[config.mk]
export PLATFORM = sky130hd
export DESIGN_NAME = rvx_tmr_fault_manager
export DESIGN_NICKNAME = d
export VERILOG_FILES = /design/src/rtl/rvx_tmr_pkg.sv /design/src/rtl/rvx_tmr_vote3.sv /design/src/rtl/rvx_tmr_fault_manager.sv
export SDC_FILE = /design/constraint.sdc
export NUM_CORES = 1
export LEC_CHECK = 0
export CAP_MARGIN = 5
export CORE_UTILIZATION = 40
export CTS_CLUSTER_SIZE = 25
export DETAILED_ROUTE_END_ITERATION = 12
export PLACE_DENSITY = 0.66
export SLEW_MARGIN = 20
export SYNTH_ARGS = -nofsm -noshare
export SYNTH_HDL_FRONTEND = slang
export SYNTH_SLANG_ARGS = --single-unit
[constraint.sdc]
create_clock -name clk -period 4.4 [get_ports clk]
set_clock_uncertainty 0.05 [all_clocks]
set_input_delay 0.88 -clock clk [delete_from_list [all_inputs] [get_ports clk]]
set_output_delay 0.88 -clock clk [all_outputs]
set_load 0.05 [all_outputs]
[src/rtl/rvx_tmr_pkg.sv]
// rvx_tmr_pkg: shared lane count, state encodings and fault_lane codes for the TMR fault manager
package rvx_tmr_pkg;
  localparam int NUM_LANES = 3;
  localparam logic [1:0] ST_NORMAL   = 2'd0;
  localparam logic [1:0] ST_SUSPECT  = 2'd1;
  localparam logic [1:0] ST_DEGRADED = 2'd2;
  localparam logic [1:0] ST_FAILED   = 2'd3;
  localparam logic [1:0] FL_NONE  = 2'd0;
  localparam logic [1:0] FL_LANE0 = 2'd1;
  localparam logic [1:0] FL_LANE1 = 2'd2;
  localparam logic [1:0] FL_LANE2 = 2'd3;
  function automatic logic [1:0] lane_code(input logic [1:0] idx);
    return idx + 2'd1;
  endfunction
endpackage

[src/rtl/rvx_tmr_vote3.sv]
// rvx_tmr_vote3: bitwise 2-of-3 majority word and per-lane mismatch flags
module rvx_tmr_vote3 import rvx_tmr_pkg::*; #(
  parameter int BW_DATA = 32
) (
  input  logic [NUM_LANES*BW_DATA-1:0] lane_data,
  output logic [BW_DATA-1:0]           majority,
  output logic [NUM_LANES-1:0]         mismatch
);
  logic [BW_DATA-1:0] a, b, c;
  assign a = lane_data[BW_DATA-1:0];
  assign b = lane_data[2*BW_DATA-1 -: BW_DATA];
  assign c = lane_data[3*BW_DATA-1 -: BW_DATA];
  assign majority = (a & b) | (a & c) | (b & c);
  assign mismatch = {|(c ^ majority), |(b ^ majority), |(a ^ majority)};
endmodule

[src/rtl/rvx_tmr_fault_manager.sv]
// rvx_tmr_fault_manager: TMR voter with lane-fault FSM; RVX_TMR_FAULT_MANAGER_ERRCNT_EN adds per-lane error counters
module rvx_tmr_fault_manager import rvx_tmr_pkg::*; #(
  parameter int BW_DATA   = 32,
  parameter int THRESHOLD = 4,
  parameter int BW_CNT    = 8
) (
  input  logic                         clk,
  input  logic                         rstnn,
  input  logic [NUM_LANES*BW_DATA-1:0] lane_data,
  input  logic                         lane_valid,
  input  logic                         clear,
  output logic [BW_DATA-1:0]           voted_data,
  output logic                         voted_valid,
  output logic [1:0]                   state,
  output logic [1:0]                   fault_lane,
  output logic                         fault_irq
`ifdef RVX_TMR_FAULT_MANAGER_ERRCNT_EN
  ,
  output logic [NUM_LANES*BW_CNT-1:0]  err_count
`endif
);
  localparam int CW = (BW_CNT > 8) ? BW_CNT : 8;
  localparam logic [CW-1:0] THR = CW'(THRESHOLD);
  logic [BW_DATA-1:0] a, b, c, maj, sel;
  logic [NUM_LANES-1:0] mm;
  logic [1:0] st_nx, fl_nx, sl, sl_nx, sidx;
  logic [CW-1:0] cnt, cnt_nx, nc;
  logic multi, single, pair_diff;
  rvx_tmr_vote3 #(.BW_DATA(BW_DATA)) u_vote (
    .lane_data(lane_data),
    .majority (maj),
    .mismatch (mm)
  );
  assign a = lane_data[BW_DATA-1:0];
  assign b = lane_data[2*BW_DATA-1 -: BW_DATA];
  assign c = lane_data[3*BW_DATA-1 -: BW_DATA];
  assign multi = (mm[0] & mm[1]) | (mm[0] & mm[2]) | (mm[1] & mm[2]);
  assign single = |mm & ~multi;
  assign sidx = mm[0] ? 2'd0 : mm[1] ? 2'd1 : 2'd2;
  assign nc = (state == ST_SUSPECT && sidx == sl) ? cnt + CW'(1) : CW'(1);
  assign pair_diff = (fault_lane == FL_LANE0) ? (b != c) : (fault_lane == FL_LANE1) ? (a != c) : (a != b);
  assign sel = state[1] ? ((fault_lane == FL_LANE0) ? b : a) : maj;
  // next-state evaluation of one beat; clear overrides, invalid beats change nothing
  always_comb begin
    st_nx = state;
    fl_nx = fault_lane;
    sl_nx = sl;
    cnt_nx = cnt;
    if (clear) begin
      st_nx = ST_NORMAL;
      fl_nx = FL_NONE;
      cnt_nx = '0;
    end else if (lane_valid && !state[1]) begin
      if (multi) st_nx = ST_FAILED;
      else if (single) begin
        st_nx = (nc >= THR) ? ST_DEGRADED : ST_SUSPECT;
        fl_nx = (nc >= THR) ? lane_code(sidx) : fault_lane;
        cnt_nx = (nc >= THR) ? '0 : nc;
        sl_nx = sidx;
      end else begin
        st_nx = ST_NORMAL;
        cnt_nx = '0;
      end
    end else if (lane_valid && state == ST_DEGRADED && pair_diff) st_nx = ST_FAILED;
  end
  // state and registered outputs; irq fires on every entry into DEGRADED or FAILED
  always_ff @(posedge clk) begin
    if (!rstnn) begin
      state <= ST_NORMAL;
      fault_lane <= FL_NONE;
      sl <= '0;
      cnt <= '0;
      voted_valid <= 1'b0;
      voted_data <= '0;
      fault_irq <= 1'b0;
    end else begin
      state <= st_nx;
      fault_lane <= fl_nx;
      sl <= sl_nx;
      cnt <= cnt_nx;
      voted_valid <= lane_valid & (state != ST_FAILED | clear);
      voted_data <= lane_valid ? sel : voted_data;
      fault_irq <= st_nx[1] & (st_nx != state);
    end
  end
`ifdef RVX_TMR_FAULT_MANAGER_ERRCNT_EN
  for (genvar i = 0; i < NUM_LANES; i++) begin : g_ec
    logic [BW_CNT-1:0] ec;
    // saturating count of evaluated beats where this lane disagrees with the majority
    always_ff @(posedge clk) begin
      if (!rstnn || clear) ec <= '0;
      else if (lane_valid && state != ST_FAILED && mm[i] && !(&ec)) ec <= ec + BW_CNT'(1);
    end
    assign err_count[BW_CNT*(i+1)-1 -: BW_CNT] = ec;
  end
`endif
endmodule
== Word level (Yosys, flattened, before mapping) ==
Index checks and enable logic that the tools add are counted.

* Bits in read-only memories: 0
* Memories: 0
* Bits in registers: 48
* Output and inout bits: 38
* Input bits: 100
* Bits in latches: 0
* Bits in writable memories: 0

* Eq/ne operators: 10
* Multiply operators: 0
* Divide/modulo/power cells: 0
* Add/sub/neg operators: 2
* Muxes and demuxes: 15
* Reductions and logical operators: 13
* Shift-type cells: 0
* Order comparisons: 1
* Bitwise operators: 20

{| class="wikitable"
|+ Operators with widths
! operator !! number
|-
| AND 32 bit || 3
|-
| != test 32 bit || 3
|-
| OR reduction 32 bit || 3
|-
| OR reduction 96 bit || 1
|-
| XOR 32 bit || 3
|-
| two-way mux 32 bit || 2
|-
| OR 32 bit || 2
|-
| two-way mux 8 bit || 3
|-
| two-way mux 2 bit || 8
|-
| adder 8 x 1 -> 8 bit, second input constant || 1
|-
| >= comparator 8 x 3 -> 1 bit, second input constant || 1
|-
| AND reduction 4 bit || 2
|-
| AND 1 bit || 6
|-
| equality test 2 x 1 -> 1 bit, second input constant || 2
|-
| equality test 2 bit, second input constant || 2
|-
| logical AND 1 bit || 4
|-
| NOT 1 bit || 3
|-
| OR 1 bit || 3
|-
| adder 2 x 1 -> 2 bit, second input constant || 1
|-
| equality test 2 bit || 1
|-
| two-way mux 1 bit || 2
|-
| != test 2 bit || 1
|-
| != test 2 bit, second input constant || 1
|-
| AND reduction 2 bit || 1
|-
| 2 further kinds || 2
|}

== Longest topological paths before layout ==
* Word-level depth: 18
* Mapped depth: 11

== By module ==
From an unflattened synthesis, not the netlist that was laid out.

* Cell total of the unflattened synthesis: 846
* Area, all modules: 5929.4 um^2

{| class="wikitable"
|+ By module, submodules not included
! module !! area each (um^2) !! instances !! cells each
|-
| rvx_tmr_fault_manager || 3958.8 || 1 || 515
|-
| rvx_tmr_vote3 || 1970.6 || 1 || 331
|}

== Worst setup path after synthesis ==
No wires, ideal clock.

* Kind: input -> register
* Start point: input port lane_data[61]
* End point: register cnt[0]
* Arrival time: 3.259 ns
* Buffers on the path: 1
* Stages: 10
* Setup slack: 0.973 ns
* Library setup time: 0.117 ns
* Cells stage by stage: ha_1 -> nor2_1 -> a2111oi_2 -> nand4_1 -> or4_4 -> nor4_4 -> buf_4 -> nand3_1 -> a21o_1 -> a32o_1

* Cells in the longest elaborated chain, start to end: 13
* Elaborated cells between the ends (all ways): 27
* Classes of those cells: order compare: 1; eq/ne: 1; mux: 5; bitwise: 14; reduce/logical: 6

{| class="wikitable"
|+ RTL lines
! element !! RTL line !! RTL
|-
| start: declaration || rvx_tmr_fault_manager.sv:9 || <nowiki>input logic [NUM_LANES*BW_DATA-1:0] lane_data,</nowiki>
|-
| AND 32 bit || rvx_tmr_vote3.sv:13 || <nowiki>assign majority = (a & b) | (a & c) | (b & c);</nowiki>
|-
| OR 32 bit (2 in a row) || rvx_tmr_vote3.sv:13 ||
|-
| XOR 32 bit || rvx_tmr_vote3.sv:14 || <nowiki>assign mismatch = {|(c ^ majority), |(b ^ majority), |(a ^ majority)};</nowiki>
|-
| OR reduction 32 bit || rvx_tmr_vote3.sv:14 ||
|-
| two-way mux 2 bit (2 in a row) || rvx_tmr_fault_manager.sv:39 || <nowiki>assign sidx = mm[0] ? 2'd0 : mm[1] ? 2'd1 : 2'd2;</nowiki>
|-
| equality test 2 bit || rvx_tmr_fault_manager.sv:40 || <nowiki>assign nc = (state == ST_SUSPECT && sidx == sl) ? cnt + CW'(1) : CW'(1);</nowiki>
|-
| logical AND 1 bit || rvx_tmr_fault_manager.sv:40 ||
|-
| two-way mux 8 bit || rvx_tmr_fault_manager.sv:40 ||
|-
| >= comparator 8 x 3 -> 1 bit || rvx_tmr_fault_manager.sv:58 || <nowiki>cnt_nx = (nc >= THR) ? '0 : nc;</nowiki>
|-
| two-way mux 8 bit || rvx_tmr_fault_manager.sv:58 ||
|-
| two-way mux 8 bit || rvx_tmr_fault_manager.sv:55 || <nowiki>else if (single) begin</nowiki>
|-
| end signal: assignment || rvx_tmr_fault_manager.sv:80 || <nowiki>cnt <= cnt_nx;</nowiki>
|-
| end: declaration || rvx_tmr_fault_manager.sv:27 || <nowiki>logic [CW-1:0] cnt, cnt_nx, nc;</nowiki>
|}

Several ways; a longest one is shown, not always the timed one.
A chain may end at the register's enable or synchronous reset.

== Worst setup path in the final report ==
* Start point: input port lane_data[72]
* End point: register fault_lane[1]

* Cells in the longest elaborated chain, start to end: 12
* Elaborated cells between the ends (all ways): 26
* Classes of those cells: add/sub: 1; order compare: 1; eq/ne: 1; mux: 3; bitwise: 14; reduce/logical: 6

{| class="wikitable"
|+ RTL lines
! element !! RTL line !! RTL
|-
| AND 32 bit || rvx_tmr_vote3.sv:13 ||
|-
| OR 32 bit (2 in a row) || rvx_tmr_vote3.sv:13 ||
|-
| XOR 32 bit || rvx_tmr_vote3.sv:14 ||
|-
| OR reduction 32 bit || rvx_tmr_vote3.sv:14 ||
|-
| two-way mux 2 bit (2 in a row) || rvx_tmr_fault_manager.sv:39 ||
|-
| equality test 2 bit || rvx_tmr_fault_manager.sv:40 ||
|-
| logical AND 1 bit || rvx_tmr_fault_manager.sv:40 ||
|-
| two-way mux 8 bit || rvx_tmr_fault_manager.sv:40 ||
|-
| >= comparator 8 x 3 -> 1 bit || rvx_tmr_fault_manager.sv:57 || <nowiki>fl_nx = (nc >= THR) ? lane_code(sidx) : fault_lane;</nowiki>
|-
| AND reduction 4 bit (no source line) || -- ||
|-
| end signal: assignment || rvx_tmr_fault_manager.sv:78 || <nowiki>fault_lane <= fl_nx;</nowiki>
|-
| end: declaration || rvx_tmr_fault_manager.sv:15 || <nowiki>output logic [1:0] fault_lane,</nowiki>
|}

Several ways; a longest one is shown, not always the timed one.

==> metrics <==
vias=7706; Clk network pwr share=27.7%; FP Rows=44; hold-fix buffer count after cts=0; First-pass DRT Iterations=5; RSZ-0062 raised after global routing=no; Hold WS=0.4226 ns; vias in the first global route=6973; Comb pwr share=45.9%; Root Driver=clkbuf_16; largest net degree at the start of global routing=69; crit share post-route=96.46%; Syn Area/Cell=7.313 um2; CP Class=primary input to flip-flop; fin crit period=4.244 ns; endpoint class of the critical path=flip-flop; startpoint type of the worst setup path=primary input; FMAX=235.6 MHz; drt drc=0; Worst Hold Class=flip-flop to flip-flop; worst vdd ir=0.0001400 V; Req. time, crit path=4.59 ns; switching part of the total=39.17%; sequential area share after synthesis=16.22%; core box area=14480 um2; Most used DFF post-synth=dfxtp_1; port bufs=137; P&R area growth vs syn=40.14%; pwr/cell area=215.0 nW/um2; sequential share of power=26.4%; worst-margin pin slew=0.8504 ns; Distinct cells, synth=54; number of inserted diodes=0; Yosys Warn Count=0; fin worst setup slack=0.1558 ns; Total GRT Usage=38.61%; Starting Density=40.91%; setup bufs post-CTS=0; number of synthesized flops with an enable pin=0; Die X=123.7 um; most frequent cells after synthesis=nor2_1, a21oi_1, clkbuf_1, dfxtp_1, nand2b_1; Resize count post-CTS=0; Leak Pwr=3.047 nW; Yosys reg bits=48; max_cap viols=0; relative slew slack=41.84%; pre-CTS WS=-0.02235 ns; net count of the finished layout=1137; clock buffer depth=2; Reg clk slew, reported paths=0.08 ns; Die Span Y=123.7 um; Wirelength per Cell=24.90 um; num ports=138; global-route wire length before repair=42790 um; syn nets=943; Final HPWL DP=23380 um; grt ovf=0; endpoints failing hold=0; clock sinks=48; clk_lat worst skew=0.31 ns; most numerous cell in the Yosys netlist=nor2_1; Netlist Area Pre-Place=5923 um2; DRT Wirelength=29610 um; Slew Viols, Final=0; Vias/cell=6.481; fraction of layout cells with a size suffix above 1=12.34%; initial antenna violation count=1; DR iter-0 viols=960; TritonCTS clock tree=done; antenna viol nets, final=0; H-tree levels=2; critical path peak fanout=6; Critical Path AT=4.44 ns; Final setup viols=0; status=completed; RD Place Congestion=1.101; full die area=15300 um2; Pint=0.001086 W; Yosys top cell by area=dfxtp_1; top cells by area, synth=dfxtp_1, a21oi_1, ha_1, nor2_1, mux2i_1; Synth top area share=16.22%; Async SR Flop Fraction=0%; TritonCTS Buffers=5; Cells after Synth=810; Psw=0.0006991 W
[worst max-delay path: stages]
cell             delay, ns
clkdlybuf4s50_1       0.57
ha_1                  0.33
nor3b_1               0.11
a2111oi_0             0.78
buf_4                 0.22
nand4_1               0.11
nor3_1                0.32
nand4_1               0.21
buf_4                 0.20
mux2i_1               0.26
a22o_1                0.24
mux2i_1               0.21
[layout make-up]
| cell class | instances | area, um2 |
|---|---|---|
| Timing Repair Buffer | 244 | 2182 |
| Fill cell | 1423 | 6178 |
| Sequential cell | 48 | 962.2 |
| Clock buffer | 6 | 138.9 |
| Multi-Input combinational cell | 667 | 4606 |
| Tap cell | 184 | 230.2 |
| Clock inverter | 2 | 38.79 |
| Inverter | 38 | 142.6 |
[worst paths after layout]
| kind | start | endpoint | slack (ns) | depth (start not counted) |
|---|---|---|---|---|
| min reg2reg | voted_data[24] | voted_data[24] | 0.42 | 2 |
| max reg2reg | fault_lane[1] | fault_irq | 1.20 | 9 |
| min | voted_data[24] | voted_data[24] | 0.42 | 2 |
| max | lane_data[72] | fault_lane[1] | 0.16 | 12 |
[cell usage in the layout, fill, tap and decap left out, types with 34 or more instances in the layout]
cell type | Yosys | routed
mux2i_1 | 35 | 35
clkdlybuf4s50_1 | 0 | 136
nand2b_1 | 43 | 43
inv_1 | 37 | 37
buf_4 | 1 | 106
xnor2_1 | 34 | 34
o221ai_1 | 34 | 34
dfxtp_1 | 48 | 47
nor2_1 | 104 | 104
a21oi_1 | 84 | 84
[registers in the layout, summed over array words and instances, names as in the netlist]
name	count
cnt	8
fault_irq	1
fault_lane	2
sl	2
state	2
voted_data	32
voted_valid	1
[power by group through the flow]
stage          Sequential [W]  Combinational, W  Clock (W)
3_5_place_dp         0.000482          0.000795          0
3_3_place_gp         0.000481          0.000798          0
2_1_floorplan        0.000557          0.000317          0
4_1_cts              0.000472          0.000798   0.000500
6_report             0.000472          0.000819   0.000495
5_1_grt              0.000475          0.000855   0.000516
[cell families after synthesis]
| logic type | Yosys count | synth area share, % |
|---|---|---|
| AND/OR/NAND/NOR | 314 | 30.02 |
| AO/OA/AOI/OAI | 250 | 29.53 |
| buffers and inverters | 95 | 6.168 |
| flip-flops | 48 | 16.22 |
| XOR/XNOR | 35 | 5.175 |
| multiplexers | 35 | 5.915 |
| adder cells (fa/ha/maj) | 33 | 6.971 |
[stage by stage]
step,area [um2],power [W],util [%],setup TNS (ns),cells
2_1_floorplan,5923,0.0008736,-,0,810
3_3_place_gp,8123,0.001280,56.10,0,1181
3_5_place_dp,8123,0.001277,56.10,-0.02235,1181
4_1_cts,8300,0.001770,57.33,0,1189
5_1_grt,8300,0.001846,57.33,0,1189
6_report,8300,0.001785,57.33,0,1189
[routing by layer]
layer	global-route usage [%]	vias up	routed length (um)
met4	19.20	2	1567
met3	8.196	103	2935
met5	0	-	9
li1	-	3508	-
met2	59.10	536	12860
met1	50.93	3557	12230
(Power assumes the default switching activity.)
